==> config.mk <==
export PLATFORM = sky130hd
export DESIGN_NAME = keypad_scanner
export DESIGN_NICKNAME = d
export VERILOG_FILES = /design/src/rtl/keypad_scanner.sv
export SDC_FILE = /design/constraint.sdc
export NUM_CORES = 1
export LEC_CHECK = 0
export CAP_MARGIN = 20
export CORE_ASPECT_RATIO = 1.4
export CORE_MARGIN = 5
export CORE_UTILIZATION = 45
export CTS_BUF_LIST = sky130_fd_sc_hd__clkbuf_16
export DETAILED_ROUTE_END_ITERATION = 10
export GPL_ROUTABILITY_DRIVEN = 0
export MAX_ROUTING_LAYER = met4
export PLACE_DENSITY_LB_ADDON = 0.12
export SLEW_MARGIN = 20
export SYNTH_ARGS = -nofsm -noshare
export SYNTH_HDL_FRONTEND = slang
export SYNTH_SLANG_ARGS = --single-unit
==> constraint.sdc <==
create_clock -name clk -period 3.4 [get_ports clk]
set_input_delay 1.02 -clock clk [delete_from_list [all_inputs] [get_ports clk]]
set_output_delay 1.02 -clock clk [all_outputs]
set_load 0.05 [all_outputs]
==> src/rtl/keypad_scanner.sv <==
// 4x4 active-low matrix keypad scanner.
// Column rotation, 2-flop row sync, press/release debounce, hex key code.
module keypad_scanner #(
  parameter int SCAN_THRESHOLD  = 1000,
  parameter int DEBOUNCE_CYCLES = 50000
) (
  input  logic       clk,
  input  logic       reset,
  input  logic [3:0] rows,
  output logic [3:0] cols,
  output logic [3:0] key,
  output logic       key_valid,
  output logic       key_held
);

  localparam int SW = $clog2(SCAN_THRESHOLD);
  localparam int DW = $clog2(DEBOUNCE_CYCLES);
  localparam logic [SW-1:0] SCAN_LAST = SW'(SCAN_THRESHOLD - 1);
  localparam logic [DW-1:0] DEB_LAST  = DW'(DEBOUNCE_CYCLES - 1);

  typedef enum logic [1:0] {
    SCAN,
    DEBOUNCE,
    HELD,
    RELEASE
  } state_t;

  state_t        state_q, state_d;
  logic [SW-1:0] scan_q, scan_d;
  logic [DW-1:0] deb_q, deb_d;
  logic [1:0]    col_q, col_d;
  logic [1:0]    row_q, row_d;
  logic [3:0]    cols_q, cols_d;
  logic [3:0]    key_q, key_d;
  logic          valid_q, valid_d;
  logic          held_q, held_d;
  logic [3:0]    rs1_q, rs_q;

  logic strobe;
  logic deb_last;
  logic row_low;
  logic any_low;

  function automatic logic [1:0] prio(input logic [3:0] r);
    logic [1:0] idx;
    idx = 2'd3;
    priority case (1'b1)
      !r[0]:   idx = 2'd0;
      !r[1]:   idx = 2'd1;
      !r[2]:   idx = 2'd2;
      default: idx = 2'd3;
    endcase
    return idx;
  endfunction

  function automatic logic [3:0] keymap(
    input logic [1:0] r,
    input logic [1:0] c
  );
    logic [3:0] k;
    k = 4'h0;
    unique case ({r, c})
      4'b00_00: k = 4'h1;
      4'b00_01: k = 4'h2;
      4'b00_10: k = 4'h3;
      4'b00_11: k = 4'hA;
      4'b01_00: k = 4'h4;
      4'b01_01: k = 4'h5;
      4'b01_10: k = 4'h6;
      4'b01_11: k = 4'hB;
      4'b10_00: k = 4'h7;
      4'b10_01: k = 4'h8;
      4'b10_10: k = 4'h9;
      4'b10_11: k = 4'hC;
      4'b11_00: k = 4'hE;
      4'b11_01: k = 4'h0;
      4'b11_10: k = 4'hF;
      4'b11_11: k = 4'hD;
      default:  k = 4'h0;
    endcase
    return k;
  endfunction

  assign strobe   = (scan_q == SCAN_LAST);
  assign deb_last = (deb_q == DEB_LAST);
  assign row_low  = ~rs_q[row_q];
  assign any_low  = (rs_q != 4'hF);

  always_comb begin
    state_d = state_q;
    scan_d  = scan_q;
    deb_d   = deb_q;
    col_d   = col_q;
    row_d   = row_q;
    cols_d  = cols_q;
    key_d   = key_q;
    valid_d = 1'b0;
    held_d  = held_q;
    unique case (state_q)
      SCAN: begin
        if (strobe) begin
          scan_d = '0;
          if (!any_low) begin
            col_d  = col_q + 2'd1;
            cols_d = {cols_q[2:0], cols_q[3]};
          end else begin
            row_d   = prio(rs_q);
            deb_d   = '0;
            state_d = DEBOUNCE;
          end
        end else begin
          scan_d = scan_q + SW'(1);
        end
      end
      DEBOUNCE: begin
        if (row_low) begin
          if (deb_last) begin
            key_d   = keymap(row_q, col_q);
            valid_d = 1'b1;
            held_d  = 1'b1;
            state_d = HELD;
          end else begin
            deb_d = deb_q + DW'(1);
          end
        end else begin
          scan_d  = '0;
          state_d = SCAN;
        end
      end
      HELD: begin
        if (!row_low) begin
          deb_d   = '0;
          state_d = RELEASE;
        end
      end
      RELEASE: begin
        // A low blip while releasing means the key is still down.
        if (!row_low) begin
          if (deb_last) begin
            held_d  = 1'b0;
            scan_d  = '0;
            state_d = SCAN;
          end else begin
            deb_d = deb_q + DW'(1);
          end
        end else begin
          state_d = HELD;
        end
      end
      default: state_d = SCAN;
    endcase
  end

  always_ff @(posedge clk) begin
    if (!reset) begin
      state_q <= SCAN;
      scan_q  <= '0;
      deb_q   <= '0;
      col_q   <= 2'd0;
      row_q   <= 2'd0;
      cols_q  <= 4'b1110;
      key_q   <= 4'h0;
      valid_q <= 1'b0;
      held_q  <= 1'b0;
      rs1_q   <= 4'hF;
      rs_q    <= 4'hF;
    end else begin
      state_q <= state_d;
      scan_q  <= scan_d;
      deb_q   <= deb_d;
      col_q   <= col_d;
      row_q   <= row_d;
      cols_q  <= cols_d;
      key_q   <= key_d;
      valid_q <= valid_d;
      held_q  <= held_d;
      rs1_q   <= rows;
      rs_q    <= rs1_q;
    end
  end

  assign cols      = cols_q;
  assign key       = key_q;
  assign key_valid = valid_q;
  assign key_held  = held_q;

endmodule

; Yosys cells after proc, flatten, opt, wreduce, memory -nomap -nowiden
; Memory sizes are Yosys's and may differ from the RTL's. A register that Yosys moved wholly into a read port is not among the register bits.
; Cells that the tools add are included.
[totals]
register_bits = 46
latch_bits = 0
ramBits = 0
output_inout_bits = 10
memories = 1
word_cells = 78
in_bits = 6
mem_bits_ro = 64
[mem_list]
columns = name, depth, word_bits, read_ports, rd_clocked_by_memory_dff, write_ports, line
row1 = (no name shown), 16, 4, 1, 1, 0, 62  ; unique case ({r, c})
[op_classes]
shift = 0
n_reduce_logical = 12
n_mul = 0
div_mod_pow = 0
n_mux = 31
bitwise = 4
eq_ne = 16
addsub = 3
n_lt_le_gt_ge = 1
[ops]
columns = op, n
row1 = $mux W16, 6
row2 = $pmux W16 S4, 1
row3 = $mux W10, 4
row4 = $pmux W10 S3, 1
row5 = $mux W2, 9
row6 = $add A16 B1 Y16 const B, 1
row7 = $eq A16 B16 Y1 const B, 1
row8 = $ne A2 B2 Y1 const B, 8
row9 = $reduce_and A5 Y1, 3
row10 = $add A10 B1 Y10 const B, 1
row11 = $eq A10 B10 Y1 const B, 1
row12 = $reduce_and A3 Y1, 3
row13 = $pmux W2 S4, 1
row14 = $mux W1, 7
row15 = $ne A3 B3 Y1 const B, 2
row16 = $eq A2 B2 Y1 const B, 2
row17 = $ne A4 B4 Y1 const B, 1
row18 = $not A1 Y1, 4
row19 = $reduce_and A4 Y1, 1
row20 = $lt A2 B3 Y1 const B, 1
row21 = $reduce_bool A3 Y1, 1
row22 = $reduce_or A3 Y1, 1
row23 = $add A2 B1 Y2 const B, 1
row24 = $bmux W1 S2, 1
row25 = other kinds (5), 5

; Longest topological paths before layout
; Gate-level depths: netlist of the first run.
[logic_depth]
ltp_word = 4
ltp_mapped = 8
ltp_nobuf = 7

; Least setup slack after synthesis of the first run
; No wires, ideal clock.
[synth_path]
path_kind = register -> register
startpoint = reg row_q[1]
endpoint = reg deb_q[13]
required_time_ps = 3325
arrival_ps = 2323
period_less_slack_ps = 2397
setup_ps = 75
setup_slack_ps = 1003
n_path_buf = 2
path_stages_with_launch = 8
path_cell_list = dfxtp_1 > buf_6 > mux4_2 > or3b_1 > and3_1 > buf_6 > or4b_1 > a31oi_1
[synth_via]
elab_chain_cells = 4
elab_cells_between_ends = 6
cone_classes = eq/ne (3) / mux (2) / reduce/logical (1)
[synth_lines]
columns = element, line
row1 = start: declaration, 32  ; logic [1:0] row_q, row_d;
row2 = start signal: assignment, 172  ; row_q <= row_d;
row3 = $bmux W1 S2 *, 86  ; assign row_low = ~rs_q[row_q];
row4 = $mux W1 (not written as such) *, 86
row5 = $ne A2 B2 Y1 (no line), -
row6 = $reduce_and A5 Y1 (no line) *, -
row7 = end signal: assignment, 158  ; deb_q <= '0;
row8 = end signal: assignment, 170  ; deb_q <= deb_d;
row9 = end: declaration, 30  ; logic [DW-1:0] deb_q, deb_d;
; Every way passes the cells marked *; elsewhere a longest branch is shown, timed or not. The select of a mux whose other input is x is not followed.
; A chain may end at the register's enable or synchronous reset.

; Worst setup path after layout of the first run
[layout_path]
startpoint = reg scan_q[0]
endpoint = reg deb_q[15]
[layout_via]
elab_chain_cells = 3
[layout_lines]
columns = element, line
row1 = start: declaration, 29  ; logic [SW-1:0] scan_q, scan_d;
row2 = start signal: assignment, 169  ; scan_q <= scan_d;
row3 = $eq A10 B10 Y1, 84  ; assign strobe = (scan_q == SCAN_LAST);
row4 = $ne A2 B2 Y1 (no line), -
row5 = $reduce_and A5 Y1 (no line), -
; No other way between the ends.

==> metrics, run 1 <==
unique cell type count in the Yosys netlist 48; highest net fanout along the worst path 17; Post-Synthesis Net Count about 300; Final setup viols 0; Util after Layout 51.97%; routed wire length between 5000 and 6000 um; outcome completed; part of the Yosys area used for sequential elements approximately two fifths; synth-to-layout area growth 14.02%; count of warnings emitted by yosys 0; initial antenna violation count 0; vias in the first global route approximately 2.1k; total of hold buffers inserted after clock tree synthesis 0; global-route wire length before repair around 9200 um; post-detailed-route DRC marker count 0; required time at the endpoint of the critical path approximately 3.6 ns; fraction of post-synthesis cell area in the top cell type by area 40.63%; Sw Ratio between 20% and 30%; pin count of the biggest net entering global routing 26; average via count per standard cell between 5 and 6; post-CTS setup repair buffer count 0; end point of the most critical hold path rs_q[3]$_SDFF_PN1_; remaining global-route overflow 0; number of top-level pins 16; number of cells upsized or downsized after cts 0; number of cells traversed by the worst hold path 1; via count 2104; die footprint 7075 um^2; DP HPWL between 3000 and 4000 um; Port-buffer cells 15; synthesized area per cell 8.495 um^2; synthesized cell area between 2000 and 2500 um^2; kind of capture point of the worst setup path flop; final number of max-transition violations 0; cell internal pwr about 0.00089 W; number of standard cells after synthesis between 200 and 300; TritonCTS clock tree done; number of nets at the end of the flow 316; number of buffers between clock root and the deepest sink 2; Crit path arrival time between 2 and 3 ns; starting utilization of the core area 45.58%; Final min period 2.732 ns; flop-to-flop setup slack about 0.67 ns; count of endpoints failing hold in the final timing report 0; most area-consuming cells after synthesis sky130_fd_sc_hd__dfxtp_1, sky130_fd_sc_hd__mux2i_1, sky130_fd_sc_hd__a21oi_1; maximum level of the CTS H-tree 2; clock network latency to the later pin of the worst-skew pair a little under 0.3 ns; Hold Crit Class flop to flop; sinks on the clock net 50; fill cell total of the finished layout 533; clock tree root driver cell sky130_fd_sc_hd__clkbuf_16; clock slew seen by the registers of the worst setup and hold paths 0.06 ns; area used by multi-input combinational logic ~1400 um^2; leakage power total 0.9926 nW; routed len/inst about 14 um; GRT Util Overall 16.53%; chip height between 90 and 100 um; capture point of the worst reg-to-reg path deb_q[15]$_SDFFE_PN0P_; worst clock skew on the final layout slightly above 0.008 ns; unrepaired setup endpoints after global routing no; non-filler instance count after layout between 300 and 400; final total negative setup slack 0 ns; sequential fraction of design power 53.3%; Design Power between 0.001 and 0.0015 W; number of DRC markers after the initial detailed-route iteration between 100 and 150; number of core rows 32; most frequent cells after synthesis sky130_fd_sc_hd__dfxtp_1, sky130_fd_sc_hd__nor2_1, sky130_fd_sc_hd__nand2_1; slew at the pin with the worst max-slew slack roughly 0.71 ns; kind of launch point of the worst setup path flop; number of violations of the max-capacitance limit 0; Worst Setup Path Type flop to flop; critical register-to-register path startpoint scan_q[0]$_SDFFE_PN0P_; number of enable flip-flop cells after synthesis 0; post-synthesis cell type with the largest combined area sky130_fd_sc_hd__dfxtp_1; drt first pass iters 4; relative contribution of combinational cells to total power ~4.1%; count of antenna-violating nets left after detailed routing 0; number of cells on the worst reg-to-reg path 6; Worst Min Path Start rs1_q[3]$_SDFF_PN1_; power density over the cells 403.3 nW/um^2; share of power burned in the clock network 42.6%; Cell Count Post-Placement 364; timing-limited maximum frequency between 300 and 400 MHz; Psw 0.0002468 W; post-synthesis sequential element count 50; portion of the clock cycle consumed by the worst path in the final layout 80.34%; worst vdd ir ~0.24 mV; Antenna Cells 0; fraction of final layout cells with drive strength greater than 1 between 7 and 8%; Die X ~73 um; Placeable Area about 5400 um^2; most frequent cell after synthesis sky130_fd_sc_hd__dfxtp_1; async set-or-reset flop fraction in the synthesized netlist 0%; clock buffers created by TritonCTS 5; register area about 1000 um^2; worst relative slew slack between 50% and 60%; primary flip-flop cell chosen by synthesis mapping sky130_fd_sc_hd__dfxtp_1
==> worst max path at each step <==
stage                           startpoint                     end  slack [ns]  cells after the start
finish              scan_q[0]$_SDFFE_PN0P_  deb_q[15]$_SDFFE_PN0P_        0.67                      6
global route        scan_q[0]$_SDFFE_PN0P_  deb_q[15]$_SDFFE_PN0P_        0.46                      6
CTS                 scan_q[0]$_SDFFE_PN0P_  deb_q[15]$_SDFFE_PN0P_        0.67                      6
detailed placement  scan_q[0]$_SDFFE_PN0P_  deb_q[15]$_SDFFE_PN0P_        0.69                      6
global placement    scan_q[0]$_SDFFE_PN0P_  deb_q[15]$_SDFFE_PN0P_        0.75                      6
floorplan            row_q[1]$_SDFFE_PN0P_  deb_q[13]$_SDFFE_PN0P_        1.00                      7
==> final cells by class <==
type,count,share of cell area [%]
Multi-Input combinational cell,217,48.37
Clock buffer,5,4.454
Clock inverter,3,0.6236
Tap cell,68,3.029
Timing Repair Buffer,20,6.682
Inverter,9,1.203
Sequential cell,50,35.63
==> kinds of logic (layout without fill, tap and decap cells) <==
kind of cell,count (synthesis),after routing,synth area share (%)
fa+ha+maj,7,7,3.555
xor+xnor,1,1,0.3556
simple gates,131,131,28.59
mux,18,18,8.430
compound gates,60,60,14.22
buf+inv,23,37,4.215
flops,50,50,40.63
==> power by group through the flow <==
stage,Combinational [W],Sequential [W],Clock (W)
6_report,0.0000466,0.000603,0.000483
5_1_grt,0.0000539,0.000604,0.000521
4_1_cts,0.0000475,0.000603,0.000495
3_5_place_dp,0.0000473,0.000617,0
3_3_place_gp,0.0000475,0.000616,0
2_1_floorplan,0.0000278,0.000618,0
==> per-layer routing <==
layer | part of all wire [%] | track usage (%)
met1 | 42 | 19.22
met2 | 52 | 27.12
met3 | 3.4 | 3.209
met4 | 1.9 | 7.244
met5 | 0 | -
==> cells in the final DEF (no fill, tap or decap), types with 2 or more instances in the layout <==
cell type                         count
sky130_fd_sc_hd__dfxtp_1             50
sky130_fd_sc_hd__nor2_1              29
sky130_fd_sc_hd__nand2_1             27
sky130_fd_sc_hd__a21oi_1             26
sky130_fd_sc_hd__nand3_1             16
sky130_fd_sc_hd__o21ai_0             15
sky130_fd_sc_hd__clkdlybuf4s50_1     15
sky130_fd_sc_hd__mux2i_1             14
sky130_fd_sc_hd__inv_1                9
sky130_fd_sc_hd__nand4_1              9
sky130_fd_sc_hd__nand2b_1             9
sky130_fd_sc_hd__or3_1                8
sky130_fd_sc_hd__or4_1                7
sky130_fd_sc_hd__ha_1                 7
sky130_fd_sc_hd__a31oi_1              5
sky130_fd_sc_hd__clkbuf_16            5
sky130_fd_sc_hd__buf_4                5
sky130_fd_sc_hd__nor3_1               4
sky130_fd_sc_hd__o211ai_1             3
sky130_fd_sc_hd__or2_2                3
sky130_fd_sc_hd__and3_1               3
sky130_fd_sc_hd__o31ai_1              3
sky130_fd_sc_hd__mux2_2               2
sky130_fd_sc_hd__mux4_2               2
sky130_fd_sc_hd__or4b_2               2
sky130_fd_sc_hd__and4_1               2
sky130_fd_sc_hd__nor4_1               2
==> through the flow <==
stage / instance area (um^2) / hold WS, ns / setup WS (ns)
finish: 2809 / 0.4109 / 0.6685
global route: 2809 / 0.4273 / 0.4587
CTS: 2809 / 0.4149 / 0.6696
detailed placement: 2666 / 0.3976 / 0.6879
global placement: 2666 / 0.3924 / 0.7539
floorplan: 2464 / 0.3863 / 1.003
==> critical path, stage by stage (launching register included) <==
cell and delay (ns):
sky130_fd_sc_hd__dfxtp_1 0.38, sky130_fd_sc_hd__ha_1 0.22, sky130_fd_sc_hd__nand4_1 0.21, sky130_fd_sc_hd__or4_1 0.71, sky130_fd_sc_hd__a31o_1 0.43, sky130_fd_sc_hd__or4_1 0.55, sky130_fd_sc_hd__a21oi_1 0.15
==> state kept, by name, indices dropped and copies added (netlist names), named ones only <==
name and count:
col_q 2, cols 4, deb_q 16, key 4, key_held 1, key_valid 1
row_q 2, rs1_q 4, rs_q 4, scan_q 10, state_q 1
Note: power is estimated with default switching activity, not from simulation.
==> run 2: changes to the inputs <==
==> constraint.sdc (replaced) <==
create_clock -name clk -period 2.9 [get_ports clk]
set_input_delay 0.87 -clock clk [delete_from_list [all_inputs] [get_ports clk]]
set_output_delay 0.87 -clock clk [all_outputs]
set_load 0.05 [all_outputs]
==> run 2 against run 1 <==
Compared with the run above: combinational power grew 20%; worst setup slack worse by 0.50 ns; first-iteration DRC count up 4.5%; die area stayed put; non-clock buffer count up 6; final cell count is 1.6% higher; critical path depth unchanged; global-route usage shrank 0.38 points; utilization is 1.3 points higher; fmax grew 0.11%; clock skew rose by 0.0010 ns.
==> metrics, run 2 (same netlist as run 1, synthesis figures left out) <==
flop-to-flop setup slack 0.17 ns (was 0.67 ns); DP HPWL 3881 um (was 3799 um); highest net fanout along the worst path 17 (unchanged); number of nets at the end of the flow 322 (was 316); worst clock skew on the final layout 0.009151 ns (was 0.008148 ns); sinks on the clock net 50 (unchanged); Hold Crit Class flop to flop (unchanged); number of violations of the max-capacitance limit 0 (unchanged); final number of max-transition violations 0 (unchanged); starting utilization of the core area 45.58% (unchanged); leakage power total 1.031 nW (was 0.9926 nW); critical register-to-register path startpoint scan_q[0]$_SDFFE_PN0P_ (unchanged); post-detailed-route DRC marker count 0 (unchanged); Design Power 0.001422 W (was 0.001133 W); final total negative setup slack 0 ns (unchanged); GRT Util Overall 16.16% (was 16.53%); global-route wire length before repair 8935 um (was 9246 um); final setup slack of the worst path 0.1715 ns (was 0.6685 ns); timing-limited maximum frequency 366.5 MHz (was 366.1 MHz); slew at the pin with the worst max-slew slack 0.7499 ns (was 0.7073 ns); register name with the most flops deb_q (unchanged); total of hold buffers inserted after clock tree synthesis 0 (unchanged); number of DRC markers after the initial detailed-route iteration 117 (was 112); clock buffers created by TritonCTS 5 (unchanged); clock network latency to the later pin of the worst-skew pair 0.29 ns (about the same); commonest non-fill, non-tap cell in the layout sky130_fd_sc_hd__dfxtp_1 (unchanged); routed wire length 5399 um (was 5280 um); outcome completed (unchanged); kind of capture point of the worst setup path flop (unchanged); maximum level of the CTS H-tree 2 (unchanged); worst relative slew slack 49.79% (was 52.64%); setup slack after placement 0.2151 ns (was 0.6879 ns); portion of the clock cycle consumed by the worst path in the final layout 94.09% (was 80.34%); Worst Setup Path Type flop to flop (unchanged); Die X 72.54 um (unchanged); routed len/inst 14.28 um (was 14.19 um); Sw Ratio 20.58% (was 21.79%); vias in the first global route 1961 (was 2053); clock slew seen by the registers of the worst setup and hold paths 0.07 ns (was 0.06 ns); drt first pass iters 4 (unchanged); clock tree root driver cell sky130_fd_sc_hd__clkbuf_16 (unchanged); Worst Min Path Start rs1_q[3]$_SDFF_PN1_ (unchanged); Final min period 2.728 ns (was 2.732 ns); number of cells traversed by the worst hold path 1 (unchanged); number of top-level pins 16 (unchanged); capture point of the worst reg-to-reg path deb_q[15]$_SDFFE_PN0P_ (unchanged); synth-to-layout area growth 16.86% (was 14.02%); die footprint 7075 um^2 (unchanged); number of core rows 32 (unchanged); most frequent cells in the layout sky130_fd_sc_hd__dfxtp_1, sky130_fd_sc_hd__nor2_1, sky130_fd_sc_hd__nand2_1 (unchanged); total placed instance area 2711 um^2 (was 2666 um^2); sequential fraction of design power 49.7% (was 53.3%); worst vdd ir 0.3527 mV (was 0.2389 mV); TritonCTS clock tree done (unchanged); cell internal pwr 0.001129 W (was 0.0008860 W); pin count of the biggest net entering global routing 26 (unchanged); chip height 97.55 um (unchanged); power density over the cells 493.8 nW/um^2 (was 403.3 nW/um^2); required time at the endpoint of the critical path 3.11 ns (was 3.61 ns); Util after Layout 53.26% (was 51.97%); via count 2110 (was 2104); Largest regs deb_q (16), scan_q (10) (unchanged); finished layout cell area 2879 um^2 (was 2809 um^2); unrepaired setup endpoints after global routing no (unchanged); number of buffers between clock root and the deepest sink 2 (unchanged); share of power burned in the clock network 46.4% (was 42.6%); count of endpoints failing hold in the final timing report 0 (unchanged); count of antenna-violating nets left after detailed routing 0 (unchanged); number of cells on the worst reg-to-reg path 6 (unchanged); Largest register FFs 16 (unchanged); Final setup viols 0 (unchanged); Placeable Area 5405 um^2 (unchanged); Antenna Cells 0 (unchanged); end point of the most critical hold path rs_q[3]$_SDFF_PN1_ (unchanged); average via count per standard cell 5.582 (was 5.656); relative contribution of combinational cells to total power 3.9% (was 4.1%); Port-buffer cells 15 (unchanged); Crit path arrival time 2.94 ns (about the same); number of cells upsized or downsized after cts 0 (unchanged); kind of launch point of the worst setup path flop (unchanged); remaining global-route overflow 0 (unchanged); post-CTS setup repair buffer count 0 (unchanged); Psw 0.0002926 W (was 0.0002468 W); fraction of final layout cells with drive strength greater than 1 9.677% (was 7.895%); initial antenna violation count 0 (unchanged); source of the critical timing path scan_q[0]$_SDFFE_PN0P_ (unchanged)
-- run 2: critical path: stages (launching register included) --
cell	delay, ns
sky130_fd_sc_hd__dfxtp_1	0.37
sky130_fd_sc_hd__ha_1	0.22
sky130_fd_sc_hd__nand4_1	0.22
sky130_fd_sc_hd__or4_1	0.71
sky130_fd_sc_hd__a31o_1	0.43
sky130_fd_sc_hd__or4_1	0.56
sky130_fd_sc_hd__a21oi_1	0.14
-- run 2: worst max-delay path by stage --
stage	endpoint	slack (ns)	cells past startpoint
after global placement	deb_q[15]$_SDFFE_PN0P_	0.27	6
after global routing	deb_q[15]$_SDFFE_PN0P_	0.08	6
after detailed placement	deb_q[15]$_SDFFE_PN0P_	0.22	6
after floorplan	deb_q[13]$_SDFFE_PN0P_	0.50	7
after CTS	deb_q[15]$_SDFFE_PN0P_	0.18	6
final	deb_q[15]$_SDFFE_PN0P_	0.17	6
-- run 2: power by group through the flow --
stage / registers (W) / clock network, W / logic, W
after detailed placement: 0.000722 / 0 / 0.0000557
after global routing: 0.000708 / 0.000713 / 0.0000629
final: 0.000706 / 0.000659 / 0.0000559
after CTS: 0.000706 / 0.000681 / 0.0000561
after floorplan: 0.000724 / 0 / 0.0000326
after global placement: 0.000722 / 0 / 0.0000559
-- run 2: area by class of cell --
type	count	area, um^2
clock buffer	5	125.1
clock inverter	3	42.54
fill	509	2526
inverter	9	33.78
multi-input combinational	217	1359
sequential	50	1001
tap	68	85.08
timing repair buffer	26	232.7
-- run 2: stage by stage --
step,cells,hold slack (ns)
4_1_cts,378,0.4081
5_1_grt,378,0.4179
3_5_place_dp,370,0.3953
6_report,378,0.4010
3_3_place_gp,370,0.3889
2_1_floorplan,290,0.3863
-- run 2: routing by layer --
layer | part of all wire, % | global-route usage (%)
met5 | 0 | -
met4 | 2.6 | 7.244
met3 | 2.3 | 3.313
met2 | 53 | 27.05
met1 | 43 | 18.09
==> run 3: changes to the inputs <==
--- a/config.mk
+++ b/config.mk
@@ -8,7 +8,7 @@
 export CAP_MARGIN = 20
 export CORE_ASPECT_RATIO = 1.4
 export CORE_MARGIN = 5
-export CORE_UTILIZATION = 45
+export CORE_UTILIZATION = 40
 export CTS_BUF_LIST = sky130_fd_sc_hd__clkbuf_16
 export DETAILED_ROUTE_END_ITERATION = 10
 export GPL_ROUTABILITY_DRIVEN = 0
==> run 3 against run 2 <==
Compared with the run above: critical path type unchanged; wire length up 2.9%; first-iteration DRC count increased by 31%; combinational power is 0.7% lower; highest routed layer unchanged; worst setup slack improved by 0.088 ns; register-to-register slack better by 0.09 ns; clock skew fell by 0.0050 ns; utilization shrank 5.0 points; global-route usage down 0.56 points; non-clock buffer count decreased by 2; total power grew 0.84%; clock power is 2% higher.
==> metrics, run 3 (same netlist as run 1, synthesis figures left out) <==
outcome completed (unchanged); via count 2091 (was 2110); Placeable Area 5946 um^2 (was 5405 um^2); average via count per standard cell 5.532 (was 5.582); Worst Setup Path Type flop to flop (unchanged); TritonCTS clock tree done (unchanged); total of hold buffers inserted after clock tree synthesis 0 (unchanged); drt first pass iters 4 (unchanged); final hold slack 0.4096 ns (was 0.4010 ns); clock slew seen by the registers of the worst setup and hold paths 0.07 ns (about the same); number of cells upsized or downsized after cts 0 (unchanged); worst clock skew on the final layout 0.004145 ns (was 0.009151 ns); number of violations of the max-capacitance limit 0 (unchanged); routed len/inst 14.70 um (was 14.28 um); commonest non-fill, non-tap cell in the layout sky130_fd_sc_hd__dfxtp_1 (unchanged); total placed instance area 2699 um^2 (was 2711 um^2); end point of the most critical hold path rs_q[2]$_SDFF_PN1_ (was rs_q[3]$_SDFF_PN1_); power density over the cells 499.9 nW/um^2 (was 493.8 nW/um^2); number of buffers between clock root and the deepest sink 2 (unchanged); synth-to-layout area growth 16.40% (was 16.86%); number of top-level pins 16 (unchanged); pin count of the biggest net entering global routing 26 (unchanged); number of cells on the worst reg-to-reg path 6 (unchanged); unrepaired setup endpoints after global routing no (unchanged); initial antenna violation count 0 (unchanged); routed wire length 5556 um (was 5399 um); number of nets at the end of the flow 320 (was 322); Hold Crit Class flop to flop (unchanged); capture point of the worst reg-to-reg path deb_q[15]$_SDFFE_PN0P_ (unchanged); critical register-to-register path startpoint scan_q[0]$_SDFFE_PN0P_ (unchanged); timing-limited maximum frequency 378.7 MHz (was 366.5 MHz); register area 1001 um^2 (unchanged); fraction of final layout cells with drive strength greater than 1 9.416% (was 9.677%); slew at the pin with the worst max-slew slack 0.7485 ns (was 0.7499 ns); post-detailed-route DRC marker count 0 (unchanged); finished layout cell area 2868 um^2 (was 2879 um^2); Util after Layout 48.23% (was 53.26%); most frequent cells in the layout sky130_fd_sc_hd__dfxtp_1, sky130_fd_sc_hd__nor2_1, sky130_fd_sc_hd__nand2_1 (unchanged); Worst Min Path Start rs1_q[2]$_SDFF_PN1_ (was rs1_q[3]$_SDFF_PN1_); count of antenna-violating nets left after detailed routing 0 (unchanged); setup slack after placement 0.2702 ns (was 0.2151 ns); clock buffers created by TritonCTS 5 (unchanged); count of endpoints failing hold in the final timing report 0 (unchanged); worst vdd ir 0.3020 mV (was 0.3527 mV); starting utilization of the core area 41.44% (was 45.58%); Final min period 2.640 ns (was 2.728 ns); fill cell total of the finished layout 624 (was 509); Largest register FFs 16 (unchanged); die footprint 7851 um^2 (was 7075 um^2); GRT Util Overall 15.59% (was 16.16%); final total negative setup slack 0 ns (unchanged); highest net fanout along the worst path 13 (was 17); global-route wire length before repair 9611 um (was 8935 um); kind of capture point of the worst setup path flop (unchanged); worst relative slew slack 49.88% (was 49.79%); required time at the endpoint of the critical path 3.12 ns (was 3.11 ns); maximum level of the CTS H-tree 2 (unchanged); Largest regs deb_q (16), scan_q (10) (unchanged); number of cells traversed by the worst hold path 1 (unchanged); leakage power total 1.022 nW (was 1.031 nW); clock network latency to the later pin of the worst-skew pair 0.29 ns (about the same); sinks on the clock net 50 (unchanged); flop-to-flop setup slack 0.26 ns (was 0.17 ns); remaining global-route overflow 0 (unchanged); final number of max-transition violations 0 (unchanged); vias in the first global route 2048 (was 1961); clock tree root driver cell sky130_fd_sc_hd__clkbuf_16 (unchanged); register name with the most flops deb_q (unchanged); Port-buffer cells 15 (unchanged); final setup slack of the worst path 0.2597 ns (was 0.1715 ns); post-CTS setup repair buffer count 0 (unchanged); number of core rows 33 (was 32); Final setup viols 0 (unchanged); number of DRC markers after the initial detailed-route iteration 153 (was 117); Crit path arrival time 2.86 ns (was 2.94 ns); portion of the clock cycle consumed by the worst path in the final layout 91.05% (was 94.09%); Die X 76.33 um (was 72.54 um); kind of launch point of the worst setup path flop (unchanged); DP HPWL 4047 um (was 3881 um); area used by multi-input combinational logic 1359 um^2 (unchanged); Antenna Cells 0 (unchanged); chip height 102.9 um (was 97.55 um)
## run 3: changes by cell type in the layout (fill, tap and decap cells not counted)
cell and delta:
sky130_fd_sc_hd__clkinv_1 -1, sky130_fd_sc_hd__clkinv_2 +1, sky130_fd_sc_hd__buf_4 -2
## run 3: per-layer routing
layer,GRT usage [%],vias up,wire length (um)
met3,3.322,10,146
met5,-,-,0
li1,-,1089,-
met1,17.47,967,2441
met2,27.18,25,2856
met4,6.191,0,111
## run 3: cell type report
class                      count  area share (%)
multi-input combinational    217           47.38
sequential                    50           34.90
timing repair buffer          24           7.592
clock buffer                   5           4.363
tap                           70           3.054
clock inverter                 3           1.527
inverter                       9           1.178
## run 3: critical path, stage by stage (launching register included)
cell                      delay, ns
sky130_fd_sc_hd__dfxtp_1       0.37
sky130_fd_sc_hd__ha_1          0.23
sky130_fd_sc_hd__nand4_1       0.22
sky130_fd_sc_hd__or4_1         0.70
sky130_fd_sc_hd__a31o_1        0.37
sky130_fd_sc_hd__or4_1         0.53
sky130_fd_sc_hd__a21oi_1       0.14
## run 3: worst max-delay path by stage
stage          depth (start not counted)  slack (ns)                    from                endpoint
6_report                               6        0.26  scan_q[0]$_SDFFE_PN0P_  deb_q[15]$_SDFFE_PN0P_
5_1_grt                                6        0.09  scan_q[0]$_SDFFE_PN0P_  deb_q[15]$_SDFFE_PN0P_
4_1_cts                                6        0.24  scan_q[0]$_SDFFE_PN0P_  deb_q[15]$_SDFFE_PN0P_
3_5_place_dp                           6        0.27  scan_q[0]$_SDFFE_PN0P_  deb_q[15]$_SDFFE_PN0P_
3_3_place_gp                           6        0.31  scan_q[0]$_SDFFE_PN0P_  deb_q[15]$_SDFFE_PN0P_
2_1_floorplan                          7        0.50   row_q[1]$_SDFFE_PN0P_  deb_q[13]$_SDFFE_PN0P_
## run 3: metrics by stage
| stage | cells | power, W |
|---|---|---|
| after floorplan | 290 | 0.0007571 |
| after global placement | 370 | 0.0007783 |
| after detailed placement | 370 | 0.0007783 |
| after CTS | 378 | 0.001455 |
| after global routing | 378 | 0.001490 |
| final | 378 | 0.001434 |
## run 3: power by group
part	total (W)	switching [W]	internal, W
logic	0.0000555	0.0000313	0.0000242
clock network	0.000672	0.000263	0.000409
registers	0.000707	0.00000892	0.000698
